==> src/rtl/weight_ram_controller_pkg.sv <==
// Shared definitions for the weight RAM controller and its neighbours
// (Network_Controller uses the same state encoding and layer count).
package weight_ram_controller_pkg;

  // Fetch sequencer states
  typedef enum logic [1:0] {
    ST_IDLE   = 2'd0,
    ST_FETCH  = 2'd1,
    ST_DRAIN  = 2'd2,
    ST_FINISH = 2'd3
  } wrc_state_e;

  localparam int WRC_DATA_W    = 8;   // default weight width
  localparam int WRC_ADDR_W    = 10;  // default RAM address width
  localparam int WRC_LAYER_CNT = 3;   // number of real layers in the network

  // First RAM word of a layer: layer * neurons * inputs
  function automatic int unsigned wrc_layer_base(input logic [1:0]  layer,
                                                 input int unsigned n_neuron,
                                                 input int unsigned n_in);
    return 32'(layer) * n_neuron * n_in;
  endfunction

endpackage

==> src/rtl/weight_ram_controller_if.sv <==
// Bus bundle between the weight RAM controller, the weight RAM and MultiSum.
// master = controller side, slave = RAM / consumer side.
interface weight_ram_controller_if
  import weight_ram_controller_pkg::*;
#(
  parameter int DATA_W = WRC_DATA_W,
  parameter int ADDR_W = WRC_ADDR_W
);
  logic [ADDR_W-1:0] ram_addr;
  logic              ram_en;
  logic [DATA_W-1:0] ram_dout;
  logic [DATA_W-1:0] w_data;
  logic              w_valid;
  logic              w_ready;
  logic              w_last;
  logic [1:0]        neuron_idx;

  modport master (
    output ram_addr, ram_en,
    input  ram_dout,
    output w_data, w_valid, w_last, neuron_idx,
    input  w_ready
  );

  modport slave (
    input  ram_addr, ram_en,
    output ram_dout,
    input  w_data, w_valid, w_last, neuron_idx,
    output w_ready
  );
endinterface

==> src/rtl/weight_ram_controller_skid.sv <==
// weight_skid_buf: one-entry skid buffer between the synchronous RAM read
// port and the weight consumer. Data returning from the RAM while the consumer
// stalls is parked here; the buffered entry always has output priority.
// full_next_o tells the issuer whether the slot will be occupied next cycle,
// so a read is only launched when its data is guaranteed a place to land.
module weight_skid_buf #(
  parameter int W = 11
) (
  input  logic         clk,
  input  logic         reset,
  input  logic         in_valid_i,
  input  logic [W-1:0] in_data_i,
  input  logic         out_ready_i,
  output logic         out_valid_o,
  output logic [W-1:0] out_data_o,
  output logic         full_next_o
);

  logic         full_q, full_d;
  logic [W-1:0] data_q, data_d;

  // Next occupancy of the slot from current occupancy, arrival and consumer ready
  always_comb begin
    full_d = full_q;
    data_d = data_q;
    if (full_q) begin
      if (out_ready_i) begin
        if (in_valid_i) begin
          full_d = 1'b1;
          data_d = in_data_i;
        end else begin
          full_d = 1'b0;
        end
      end else begin
        full_d = 1'b1;
      end
    end else begin
      if (in_valid_i && !out_ready_i) begin
        full_d = 1'b1;
        data_d = in_data_i;
      end else begin
        full_d = 1'b0;
      end
    end
  end

  // Slot register
  always_ff @(posedge clk or posedge reset) begin
    if (reset) begin
      full_q <= 1'b0;
      data_q <= {W{1'b0}};
    end else begin
      full_q <= full_d;
      data_q <= data_d;
    end
  end

  assign out_valid_o = full_q | in_valid_i;
  assign out_data_o  = full_q ? data_q : in_data_i;
  assign full_next_o = full_d;

endmodule

==> src/rtl/weight_ram_controller.sv <==
// weight_ram_controller: streams the N_NEURON*N_IN weights of one layer from
// a synchronous RAM to MultiSum over a valid/ready link, tagging each weight
// with its neuron index and an end-of-neuron flag.
// Optional build macro WEIGHT_RAM_LAYER_CHECK_EN: a start naming a layer
// beyond the last real layer performs no reads and just reports done.
module weight_ram_controller
  import weight_ram_controller_pkg::*;
#(
  parameter int DATA_W   = WRC_DATA_W,
  parameter int ADDR_W   = WRC_ADDR_W,
  parameter int N_IN     = 4,
  parameter int N_NEURON = 4
) (
  input  logic                    clk,
  input  logic                    reset,
  input  logic                    start,
  input  logic [1:0]              layer,
  output logic                    done,
  output logic                    busy,
  weight_ram_controller_if.master bus
);

  localparam int                IN_W     = (N_IN > 1) ? $clog2(N_IN) : 1;
  localparam int                PW       = DATA_W + 3;  // {neuron, last, data}
  localparam logic [IN_W-1:0]   IN_LAST  = IN_W'(N_IN - 1);
  localparam logic [IN_W-1:0]   IN_ONE   = {{(IN_W-1){1'b0}}, 1'b1};
  localparam logic [1:0]        NRN_LAST = 2'(N_NEURON - 1);
  localparam logic [ADDR_W-1:0] ADDR_ONE = {{(ADDR_W-1){1'b0}}, 1'b1};

  wrc_state_e        state_q, state_d;
  logic [ADDR_W-1:0] addr_q, addr_d;
  logic [IN_W-1:0]   in_idx_q, in_idx_d;
  logic [1:0]        nrn_q, nrn_d;
  logic              skip_q, skip_d;
  // Tag of the read whose data is on ram_dout this cycle
  logic              rd_pend_q, rd_pend_d;
  logic              rd_last_q, rd_last_d;
  logic [1:0]        rd_nrn_q, rd_nrn_d;

  logic              issue_s;
  logic              last_issue_s;
  logic              fire_s;
  logic              final_beat_s;
  logic              sk_valid_s;
  logic              sk_full_next_s;
  logic [PW-1:0]     sk_in_s;
  logic [PW-1:0]     sk_out_s;
  logic [DATA_W-1:0] out_data_s;
  logic              out_last_s;
  logic [1:0]        out_nrn_s;

  // Read data carries the tag of the address it came from, so neuron_idx
  // and w_last follow the beat rather than the address counter.
  assign sk_in_s = {rd_nrn_q, rd_last_q, bus.ram_dout};

  weight_skid_buf #(.W(PW)) u_skid (
    .clk        (clk),
    .reset      (reset),
    .in_valid_i (rd_pend_q),
    .in_data_i  (sk_in_s),
    .out_ready_i(bus.w_ready),
    .out_valid_o(sk_valid_s),
    .out_data_o (sk_out_s),
    .full_next_o(sk_full_next_s)
  );

  assign out_nrn_s    = sk_out_s[PW-1 -: 2];
  assign out_last_s   = sk_out_s[DATA_W];
  assign out_data_s   = sk_out_s[DATA_W-1:0];

  // A read is launched only if the skid slot will be free when it returns
  assign issue_s      = (state_q == ST_FETCH) && !sk_full_next_s;
  assign last_issue_s = issue_s && (in_idx_q == IN_LAST) && (nrn_q == NRN_LAST);
  assign fire_s       = sk_valid_s && bus.w_ready;
  assign final_beat_s = fire_s && out_last_s && (out_nrn_s == NRN_LAST);

  // Sequencer next state, address counter and read tagging
  always_comb begin
    state_d   = state_q;
    addr_d    = addr_q;
    in_idx_d  = in_idx_q;
    nrn_d     = nrn_q;
    skip_d    = skip_q;
    rd_pend_d = issue_s;
    rd_last_d = (in_idx_q == IN_LAST);
    rd_nrn_d  = nrn_q;
    case (state_q)
      ST_IDLE: begin
        if (start) begin
          addr_d   = ADDR_W'(wrc_layer_base(layer, N_NEURON, N_IN));
          in_idx_d = {IN_W{1'b0}};
          nrn_d    = 2'd0;
          skip_d   = 1'b0;
`ifdef WEIGHT_RAM_LAYER_CHECK_EN
          if (layer >= 2'(WRC_LAYER_CNT)) begin
            // Nonexistent layer: no reads, report done two cycles after start
            skip_d  = 1'b1;
            state_d = ST_DRAIN;
          end else begin
            state_d = ST_FETCH;
          end
`else
          state_d = ST_FETCH;
`endif
        end else begin
          state_d = ST_IDLE;
        end
      end
      ST_FETCH: begin
        if (last_issue_s) begin
          state_d = ST_DRAIN;
        end else if (issue_s) begin
          addr_d = addr_q + ADDR_ONE;
          if (in_idx_q == IN_LAST) begin
            in_idx_d = {IN_W{1'b0}};
            nrn_d    = nrn_q + 2'd1;
          end else begin
            in_idx_d = in_idx_q + IN_ONE;
          end
        end else begin
          state_d = ST_FETCH;
        end
      end
      ST_DRAIN: begin
        if (skip_q || final_beat_s) begin
          state_d = ST_FINISH;
        end else begin
          state_d = ST_DRAIN;
        end
      end
      ST_FINISH: begin
        skip_d  = 1'b0;
        state_d = ST_IDLE;
      end
      default: begin
        state_d = ST_IDLE;
      end
    endcase
  end

  // Sequencer, counter and read-tag registers
  always_ff @(posedge clk or posedge reset) begin
    if (reset) begin
      state_q   <= ST_IDLE;
      addr_q    <= {ADDR_W{1'b0}};
      in_idx_q  <= {IN_W{1'b0}};
      nrn_q     <= 2'd0;
      skip_q    <= 1'b0;
      rd_pend_q <= 1'b0;
      rd_last_q <= 1'b0;
      rd_nrn_q  <= 2'd0;
    end else begin
      state_q   <= state_d;
      addr_q    <= addr_d;
      in_idx_q  <= in_idx_d;
      nrn_q     <= nrn_d;
      skip_q    <= skip_d;
      rd_pend_q <= rd_pend_d;
      rd_last_q <= rd_last_d;
      rd_nrn_q  <= rd_nrn_d;
    end
  end

  // Outputs are forced to zero whenever no beat is presented
  assign bus.ram_addr   = addr_q;
  assign bus.ram_en     = issue_s;
  assign bus.w_valid    = sk_valid_s;
  assign bus.w_data     = sk_valid_s ? out_data_s : {DATA_W{1'b0}};
  assign bus.w_last     = sk_valid_s & out_last_s;
  assign bus.neuron_idx = sk_valid_s ? out_nrn_s : 2'd0;
  assign done           = (state_q == ST_FINISH);
  assign busy           = (state_q != ST_IDLE);

endmodule

==> src/flat_wrapper.sv <==
// flat-port wrapper written by rule: the top's interface ports become plain ports
module weight_ram_controller_flat import weight_ram_controller_pkg::*;
#(
  parameter int DATA_W   = WRC_DATA_W,
  parameter int ADDR_W   = WRC_ADDR_W,
  parameter int N_IN     = 4,
  parameter int N_NEURON = 4
)
  (clk, reset, start, layer, done, busy, bus_ram_addr, bus_ram_en, bus_ram_dout, bus_w_data, bus_w_valid, bus_w_last, bus_neuron_idx, bus_w_ready);
  weight_ram_controller_if #(.DATA_W(DATA_W), .ADDR_W(ADDR_W)) bus_i ();
  input  logic clk;
  input  logic reset;
  input  logic start;
  input  logic [1:0] layer;
  output logic done;
  output logic busy;
  output wire logic [$bits(bus_i.ram_addr)-1:0] bus_ram_addr;
  output wire logic [$bits(bus_i.ram_en)-1:0] bus_ram_en;
  input wire logic [$bits(bus_i.ram_dout)-1:0] bus_ram_dout;
  output wire logic [$bits(bus_i.w_data)-1:0] bus_w_data;
  output wire logic [$bits(bus_i.w_valid)-1:0] bus_w_valid;
  output wire logic [$bits(bus_i.w_last)-1:0] bus_w_last;
  output wire logic [$bits(bus_i.neuron_idx)-1:0] bus_neuron_idx;
  input wire logic [$bits(bus_i.w_ready)-1:0] bus_w_ready;
  assign bus_ram_addr = bus_i.ram_addr;
  assign bus_ram_en = bus_i.ram_en;
  assign bus_i.ram_dout = bus_ram_dout;
  assign bus_w_data = bus_i.w_data;
  assign bus_w_valid = bus_i.w_valid;
  assign bus_w_last = bus_i.w_last;
  assign bus_neuron_idx = bus_i.neuron_idx;
  assign bus_i.w_ready = bus_w_ready;
  weight_ram_controller #(.DATA_W(DATA_W), .ADDR_W(ADDR_W), .N_IN(N_IN), .N_NEURON(N_NEURON)) u_core (.clk(clk), .reset(reset), .start(start), .layer(layer), .done(done), .busy(busy), .bus(bus_i));
endmodule
==> config.mk <==
export PLATFORM = sky130hd
export DESIGN_NAME = weight_ram_controller_flat
export DESIGN_NICKNAME = d
export VERILOG_FILES = /design/src/rtl/weight_ram_controller_pkg.sv /design/src/rtl/weight_ram_controller_if.sv /design/src/rtl/weight_ram_controller_skid.sv /design/src/rtl/weight_ram_controller.sv /design/src/flat_wrapper.sv
export SDC_FILE = /design/constraint.sdc
export NUM_CORES = 1
export LEC_CHECK = 0
export ABC_AREA = 1
export BUFFER_PORTS_ARGS = -buffer_cell sky130_fd_sc_hd__buf_4
export CORE_UTILIZATION = 54
export CTS_CLUSTER_SIZE = 14
export DETAILED_ROUTE_END_ITERATION = 6
export PLACE_DENSITY = 0.79
export SLEW_MARGIN = 20
export SYNTH_ARGS = -nofsm -noshare
export SYNTH_HDL_FRONTEND = slang
export SYNTH_HIERARCHICAL = 1
export SYNTH_SLANG_ARGS = --single-unit
==> constraint.sdc <==
create_clock -name clk -period 1.9 [get_ports clk]
set_input_delay 0.285 -clock clk [delete_from_list [all_inputs] [get_ports clk]]
set_output_delay 0.285 -clock clk [all_outputs]
set_load 0.05 [all_outputs]
# [After elaboration in Yosys (flattened, before gate mapping)]
# Cells that the tools add are included.
[word_totals] ff_bits=33 in_bits=14 output_inout_bits=25
[classes] n_addsub=3 eq_ne=13 muxes=31 bitwise_logic=2 n_reduce_logical=19
[ops] op="2-to-1 mux 11 bit" count=5
[ops] op="2-to-1 mux 10 bit" count=3
[ops] op="2-to-1 mux 2 bit" count=10
[ops] op="one-hot mux 10 bit (2 select lines)" count=1
[ops] op="adder 10 x 1 -> 10 bit, second input constant" count=1
[ops] op="equality test 2 bit, second input constant" count=5
[ops] op="2-to-1 mux 8 bit" count=1
[ops] op="one-hot mux 2 bit (2 select lines)" count=2
[ops] op="one-hot mux 2 bit (4 select lines)" count=1
[ops] op="nonzero test 2 bit" count=4
[ops] op="logical AND 1 bit" count=7
[ops] op="2-to-1 mux 1 bit" count=7
[ops] op="!= test 2 x 1 -> 1 bit, second input constant" count=3
[ops] op="!= test 2 bit, second input constant" count=3
[ops] op="AND reduction 5 bit" count=1
[ops] op="adder 2 x 1 -> 2 bit, second input constant" count=2
[ops] op="AND reduction 4 bit" count=1
[ops] op="!= test 3 bit, second input constant" count=1
[ops] op="AND reduction 3 bit" count=1
[ops] op="equality test 2 x 1 -> 1 bit, second input constant" count=1
[ops] op="logical NOT 1 bit" count=2
[ops] op="logical NOT 2 bit" count=1
[ops] op="one-hot mux 1 bit (2 select lines)" count=1
[ops] op="AND reduction 2 bit" count=1
[ops] op="3 further kinds" count=3

# [Depth between registers and ports, before layout]
# Gate-level depths: netlist of run 1.
[depth] word_depth=10 depth_mapped=13

# [Modules after synthesis]
# The synthesis of run 1 kept the hierarchy.
[modules_own_cells] mod="weight_ram_controller" instances=1 cells_per_inst=155 area_per_inst_um2=1143.6 seq_area_each_um2=500.5
[modules_own_cells] mod="weight_skid_buf" instances=1 cells_per_inst=93 area_per_inst_um2=659.4 seq_area_each_um2=300.3

# [Least setup slack after synthesis of run 1]
# OpenSTA, ideal clock, no wires.
[synth_timing] path_type="reg-to-output" start="register u_core.u_skid.full_q" end="output bus_neuron_idx[0]" arrival_time_ns=1.373 required_ns=1.615 path_slack_ns=0.242 stages_incl_launch_ff=5 n_path_buf=1 path_cell_list="dfrtp_1 -> or2_2 -> clkbuf_1 -> nand2_1 -> inv_1"
[synth_via] elab_chain_len=2 word_cells_on_any_way=3
[synth_rtl] element="start, declared" line="weight_ram_controller_skid.sv:19" source="logic full_q, full_d;"
[synth_rtl] element="start signal, assigned" line="weight_ram_controller_skid.sv:53" source="full_q <= full_d;"
[synth_rtl] element="bitwise OR 1 bit" line="weight_ram_controller_skid.sv:58" source="assign out_valid_o = full_q | in_valid_i;"
[synth_rtl] element="net bus_w_valid" line="flat_wrapper.sv:21" source="output wire logic [$bits(bus_i.w_valid)-1:0] bus_w_valid;"
[synth_rtl] element="2-to-1 mux 2 bit" line="weight_ram_controller.sv:170" source="assign bus.neuron_idx = sk_valid_s ? out_nrn_s : 2'd0;"
[synth_rtl] element="end, declared" line="flat_wrapper.sv:23" source="output wire logic [$bits(bus_i.neuron_idx)-1:0] bus_neuron_idx;"
# The timed path passes the listed nets, and every way through them passes these cells.

# [Worst setup path in the final report of run 1]
[layout_timing] start="register u_core.u_skid.full_q" end="output bus_ram_en"
[layout_via] elab_chain_len=3
[layout_rtl] element="2-to-1 mux 1 bit" line="weight_ram_controller_skid.sv:26" source="if (full_q) begin"
[layout_rtl] element="net u_core.sk_full_next_s" line="weight_ram_controller.sv:45" source="logic sk_full_next_s;"
[layout_rtl] element="logical NOT 1 bit" line="weight_ram_controller.sv:72" source="assign issue_s = (state_q == ST_FETCH) && !sk_full_next_s;"
[layout_rtl] element="logical AND 1 bit" line="weight_ram_controller.sv:72"
[layout_rtl] element="end, declared" line="flat_wrapper.sv:18" source="output wire logic [$bits(bus_i.ram_en)-1:0] bus_ram_en;"
# The timed path passes the listed nets, and every way through them passes these cells.

==> results of run 1 <==
## tightest hold or removal path, cell delays in order
cell,delay (ps)
buf_4,80
nand2_1,40
nand3_1,70
## power groups by stage
stage / clock network, W / logic, W / registers, W
floorplan: 0 / 0.00181 / 0.00142
global placement: 0 / 0.00263 / 0.00125
detailed placement: 0 / 0.00266 / 0.00125
CTS: 0.000430 / 0.00266 / 0.00124
global route: 0.000455 / 0.00291 / 0.00129
finish: 0.000408 / 0.00268 / 0.00124
## area by class of cell
type / instances / area, µm²
Fill cell: 293 / 895.9
Multi-Input combinational cell: 171 / 812.0
Clock buffer: 8 / 58.81
Inverter: 37 / 138.9
Sequential cell: 32 / 802.0
Timing Repair Buffer: 45 / 340.3
Tap cell: 44 / 55.05
## cells in the final DEF, fill, tap and decap left out, types with 2 or more instances in the layout
master	netlist	final
nor2_1	11	11
inv_1	35	35
nand2_1	99	99
buf_4	1	44
o21ai_1	2	2
o21bai_1	2	2
dfrtp_1	32	31
o21ai_0	6	6
inv_2	2	2
nand4_1	16	16
a22o_1	2	2
clkbuf_1	1	2
ha_1	3	3
a21oi_1	4	4
nand3_2	2	2
nand2_2	4	4
nor2_2	2	2
nand3_1	11	11
clkbuf_4	0	5
## path summary, 6_finish.rpt
check / cells after the start / end / slack, ps / startpoint
setup reg to reg: 12 / u_core/bus.ram_addr[3] / 370 / u_core/u_skid/full_q
max in group asynchronous: 3 / u_core/in_idx_q[1] / 770 / reset
hold reg to reg: 0 / u_core/rd_nrn_q[1] / 420 / u_core/nrn_q[1]
hold / removal: 3 / u_core/bus.ram_addr[5] / 170 / layer[1]
min in group asynchronous: 3 / u_core/u_skid/data_q[2] / 550 / reset
setup / recovery: 8 / bus_ram_en / 130 / u_core/u_skid/full_q
## timing repair
action                                 CTS  global route
buffers inserted                         0             1
resized for setup                        0             2
setup endpoints to repair                0            12
hold buffers                             1             0
endpoints found under the hold margin   12             0
## Yosys cell counts (3+ instances only)
master / n
nand2_1: 99
inv_1: 35
dfrtp_1: 32
nand4_1: 16
nand3_1: 11
nor2_1: 11
o21ai_0: 6
a21oi_1: 4
buf_2: 4
nand2_2: 4
ha_1: 3
## routing by layer
layer | global-route usage | wire length (µm) | vias to the layer above
met3 | 0.05844 | 190 | 5
met1 | 0.3068 | 1766 | 791
met5 | 0 | 0 | -
met4 | 0.09635 | 61 | 0
met2 | 0.4127 | 1840 | 49
li1 | - | - | 867
## logic make-up after synthesis
logic type	Yosys count	share of synthesized area
AND/OR/NAND/NOR	150	0.3678
AO/OA/AOI/OAI	17	0.05552
XOR/XNOR	1	0.004859
buffers and inverters	45	0.1069
flip-flops	32	0.4441
adder cells (fa/ha/maj)	3	0.02082
## metrics by stage
step	power [W]	hold slack, ps	instances	utilization	setup WS, ps
6_report	0.004322	169.0	337	0.7113	133.4
5_1_grt	0.004654	185.0	337	0.7113	-2.540
4_1_cts	0.004333	153.3	336	0.7077	21.41
3_5_place_dp	0.003912	343.0	327	0.6855	351.3
3_3_place_gp	0.003876	341.4	327	0.6855	371.6
2_1_floorplan	0.003223	149.7	248	-	241.5
## sequential cells by signal (all words and copies together), names as in the netlist, named ones only
name                  count
u_core/nrn_q              2
u_core/rd_nrn_q           2
u_core/bus.ram_addr      10
u_core/u_skid/full_q      1
u_core/state_q            1
u_core/rd_last_q          1
u_core/u_skid/data_q     11
u_core/in_idx_q           2
u_core/rd_pend_q          1
==> impl_results.md, run 1 <==
* Post-route design area at 2207 µm²
* Slew headroom at 0.4989
* Detailed Route WL at 3859 µm
* Cell-internal power at slightly below 0.002 W
* H-tree depth at 2
* Post-route ant nets at 0
* Die Area at around 3600 µm²
* Yosys top cell area share at 0.4441
* RePlAce Congestion at roughly 0.9
* Leak at about 1.3 nW
* Synthesis-to-finish area growth at 22.42%
* Drt wl/cell at roughly 11 µm
* Placed cell area at between 2000 and 2500 µm²
* CP Max Fanout at 5
* Reg power frac at 0.286
* Vias in the first global route at between 1500 and 2000
* GRT Util Overall at 0.2467
* Synth area leaders: dfrtp_1 44%, nand2_1 21%, inv_1 7.3%
* Starting density of the core at 0.5810
* Die X at 59.78 µm
* Synth async-reset ratio at 1.000
* Synth Register Bits at 32
* Share of cells above drive strength 1 at 0.2184
* Core area at between 3000 and 4000 µm²
* FMAX at about 570 MHz
* Synth Cell Area at between 1500 and 2000 µm²
* Die Ht at approximately 60 µm
* Final number of max-transition violations at 0
* Post-synth cell types at 26
* Crit share post-route at 0.9298
* Area leader, netlist: dfrtp_1
* Final Critical Period at ~1800 ps
* WP data required at 1620 ps
* Final HPWL DP at ~2800 µm
* Combinational share of power at 0.619
* Clock Latency Late Sink at 330 ps
* Ys flop type: dfrtp_1
* Slew at the pin with the worst max-slew slack at ~750 ps
* Critical Path Max Stage Delay at 450 ps
* Crit path cell chain: inv_2 -> nand2_2 -> nand2_1 -> nand2_1 -> inv_1 -> nand3_2 -> inv_1 -> buf_4
* TritonCTS clock tree: built
* GRT overflow at 0
* Worst vdd ir at ~1.0 mV
* CP delay by family, top: flip-flops
* Syn Inst Count at 248
* P_sw at about 0.0023 W
* Max Cap Viol at 0
* Final Setup Violations at 0
* CP Capture Type: output pin
* Nets at slightly above 300
* 1st-pass router iterations at 4
* Critical path class: register to output pin
* First-pass GRT wire length at around 6500 µm
* Num rows at 20
* Port bufs at 38
* Buf/Inv on CP at 4
* IO Count at 39
* Critical Path Source Type: register
* Cell Pwr Density at 1958 nW/µm²
* Status: complete, no violations
* Largest net degree at the start of global routing at 21
* DRT iter0 DRCs at 52
* Sw frac at 0.5418
* DRC Markers at 0
* Syn Nets at approximately 270
* Clock slew at reported path FFs at roughly 100 ps
* Root buffer cell: clkbuf_4
* Clock Skew at ~6.6 ps
* Final hold vios at 0
* Syn_area_per_cell at between 7 and 8 µm²
* Total negative slack at 0 ps
* Total number of vias at 1712
* Syn. warnings at 6
* Initial antenna violation count at 0
* CTS Buffer Depth at 2
* EDFF count, synth at 0
* Critical path arrival at 1480 ps
* Critical path's slowest cell: dfrtp_2
* Clk network pwr share at 0.094
* Clock Sinks at 32
* DR vias/cell at between 5 and 6
* Worst min-delay path class: input port to register
* Inserted Clock Buffers at 5
* Seq/Total Area, Yosys at 0.4441
* Ant. Diodes at 0
Power figures use the tool's default switching activity.
==> run 2: changes to the inputs <==
--- a/config.mk
+++ b/config.mk
@@ -7,12 +7,11 @@
 export LEC_CHECK = 0
 export ABC_AREA = 1
 export BUFFER_PORTS_ARGS = -buffer_cell sky130_fd_sc_hd__buf_4
-export CORE_UTILIZATION = 54
+export CORE_UTILIZATION = 53
+export CTS_BUF_LIST = sky130_fd_sc_hd__clkbuf_4 sky130_fd_sc_hd__clkbuf_8 sky130_fd_sc_hd__clkbuf_16
 export CTS_CLUSTER_SIZE = 14
 export DETAILED_ROUTE_END_ITERATION = 6
-export PLACE_DENSITY = 0.79
-export SLEW_MARGIN = 20
+export PLACE_DENSITY = 0.78
 export SYNTH_ARGS = -nofsm -noshare
 export SYNTH_HDL_FRONTEND = slang
-export SYNTH_HIERARCHICAL = 1
 export SYNTH_SLANG_ARGS = --single-unit
==> impl_results.md, run 2 <==
* Status: complete, no violations
* First-pass GRT wire length at 5595 µm
* Post-route design area at ~2100 µm²
* H-tree depth at 2
* Seq/Total Area, Yosys at 0.4578
* Synth area leaders: dfrtp_1 46%, nand2_1 11%, o21ai_0 6.6%
* Nets at 280
* Final Critical Period at 1784 ps
* Fillers at ~270
* Sequential Area at about 800 µm²
* 1st-pass router iterations at 4
* Num rows at 20
* Area occupied by multi-input gates at ~790 µm²
* Synthesis-to-finish area growth at 22.39%
* Dpl ws at 370.1 ps
* Ys flop type: dfrtp_1
* Synth Cell Area at roughly 1700 µm²
* Critical path's slowest cell: dfrtp_2
* Hold slack at ~37 ps
* Initial antenna violation count at 0
* Post-synth cell types at 28
* Most frequent cells in the layout: 53 x nand2_1, 42 x buf_4, 31 x dfrtp_1, 25 x inv_1, 23 x o21ai_0
* DRC Markers at 0
* FMAX at ~560 MHz
* Inserted Clock Buffers at 5
* Die X at 59.45 µm
* Crit share post-route at 0.9391
* Die Ht at a little under 60 µm
* CP Capture Type: output pin
* Critical Path Max Stage Delay at 460 ps
* Share of cells above drive strength 1 at 0.2776
* CTS Buffer Depth at 2
* Syn. warnings at 0
* Core area at a little over 3000 µm²
* Die Area at ~3500 µm²
* Yosys top cell area share at 0.4578
* Clock Latency Late Sink at between 300 and 400 ps
* Final number of max-transition violations at 0
* Reg with most FFs: u_core.u_skid.data_q
* Crit path cell chain: clkinv_4 -> nand2_4 -> nand2_4 -> inv_1 -> nor2_1 -> buf_6
* Clock slew at reported path FFs at ~90 ps
* Synth cell count leaders: 53 x nand2_1, 32 x dfrtp_1, 25 x inv_1, 23 x o21ai_0, 18 x nor2_1
* Detailed Route WL at between 3000 and 4000 µm
* Post-route ant nets at 0
* Slew headroom at 0.7391
* IO Count at 39
* Critical path arrival at about 1500 ps
* Final Setup Violations at 0
* Syn Inst Count at ~220
* Vias in the first global route at 1262
* Syn Nets at approximately 240
* DRT iter0 DRCs at about 120
* Worst min-delay path class: input port to asynchronous set/reset pin
* WP data required at around 1600 ps
* Area leader, netlist: dfrtp_1
* Synth async-reset ratio at 1.000
* Final HPWL DP at ~2500 µm
* Port bufs at 38
* Syn_area_per_cell at approximately 8.0 µm²
* CP delay by family, top: flip-flops
* Root buffer cell: clkbuf_4
* Commonest non-fill, non-tap cell in the layout: nand2_1
* EDFF count, synth at 0
* Buf/Inv on CP at 3
* CP Max Fanout at 13
* Slew at the pin with the worst max-slew slack at roughly 390 ps
* Post CTS Setup Buffer Count at 0
* Starting density of the core at 0.5637
* Synth Register Bits at 32
* DR vias/cell at about 4.9
* Clock Sinks at 32
* Placed cell area at between 2000 and 2500 µm²
* Critical path class: register to output pin
* Total number of vias at between 1500 and 2000
* RePlAce Congestion at slightly above 0.8
* Max Cap Viol at 0
* GRT Util Overall at 0.2147
* Crit. Startpoint: u_core.u_skid.full_q
* Final hold vios at 0
* Leading cell type by number of instances after synthesis: nand2_1
* Largest net degree at the start of global routing at 33
* Number of flip-flops in the largest register at 11
* Critical Path Source Type: register
* RSZ-0062 raised after global routing: yes
* GRT overflow at 0
* Ant. Diodes at 0
* Clock Skew at 3.500 ps
* Drt wl/cell at 11.03 µm
* Most frequent CP cell: nand2_4
* TritonCTS clock tree: built
* Worst Slack Setup Final at 115.7 ps
run 2: kinds of logic (layout without fill, tap and decap cells):
family / after synthesis / count (layout) / share of synthesized area
compound gates: 45 / 45 / 0.1466
flops: 32 / 32 / 0.4578
buf+inv: 35 / 79 / 0.09227
simple gates: 103 / 103 / 0.2768
xor+xnor: 1 / 1 / 0.005008
fa+ha+maj: 3 / 3 / 0.02146
run 2: cell type report:
cell class / count / area share
inverter: 28 / 0.05377
clock buffer: 6 / 0.02104
sequential: 32 / 0.3746
multi-input combinational: 152 / 0.3676
clock inverter: 1 / 0.002338
timing repair buffer: 43 / 0.1525
tap: 44 / 0.02572
timing repair inverter: 1 / 0.002338
run 2: worst paths after layout:
kind                                            to  slack (ps)  cells past startpoint
max                                     bus_ram_en         120                      6
min                        u_core.u_skid.data_q[2]          40                      3
max reg2reg                        u_core.nrn_q[0]         430                      7
min reg2reg                     u_core.rd_nrn_q[1]         430                      0
max in group asynchronous     u_core.u_skid.full_q        1560                      3
min in group clk            u_core.bus.ram_addr[5]         220                      3
run 2: worst reg2reg max path: stages, from the launching register on:
cell	delay [ps]
dfrtp_1	450
nor2_4	240
buf_4	210
nand3_4	100
nand2_4	130
nand2_1	110
nand2_1	70
o21ai_1	50
run 2: repair_timing:
item	in CTS	in global routing
hold buffers	0	0
endpoints found under the setup margin	1	1
gates cloned	0	1
hold endpoints to repair	0	0
gates resized for setup	1	3
run 2: per-layer routing:
layer	vias up	wire (µm)	part of all wire	GRT usage
li1	796	-	-	-
met1	673	1635	0.48	0.2965
met5	-	0	0	0
met2	38	1523	0.45	0.3274
met3	8	176	0.052	0.05022
met4	0	51	0.015	0.08163
run 2: stage by stage:
| step | util | std cells | setup TNS, ps |
|---|---|---|---|
| after floorplan | - | 219 | -192.0 |
| after global placement | 0.6698 | 299 | 0 |
| after detailed placement | 0.6698 | 299 | 0 |
| after CTS | 0.6867 | 306 | 0 |
| after global routing | 0.6899 | 307 | -4.190 |
| final | 0.6899 | 307 | 0 |
Power of run 2 is not shown: default switching activity piles up to over one toggle a cycle in this logic, so the estimate is an artifact.
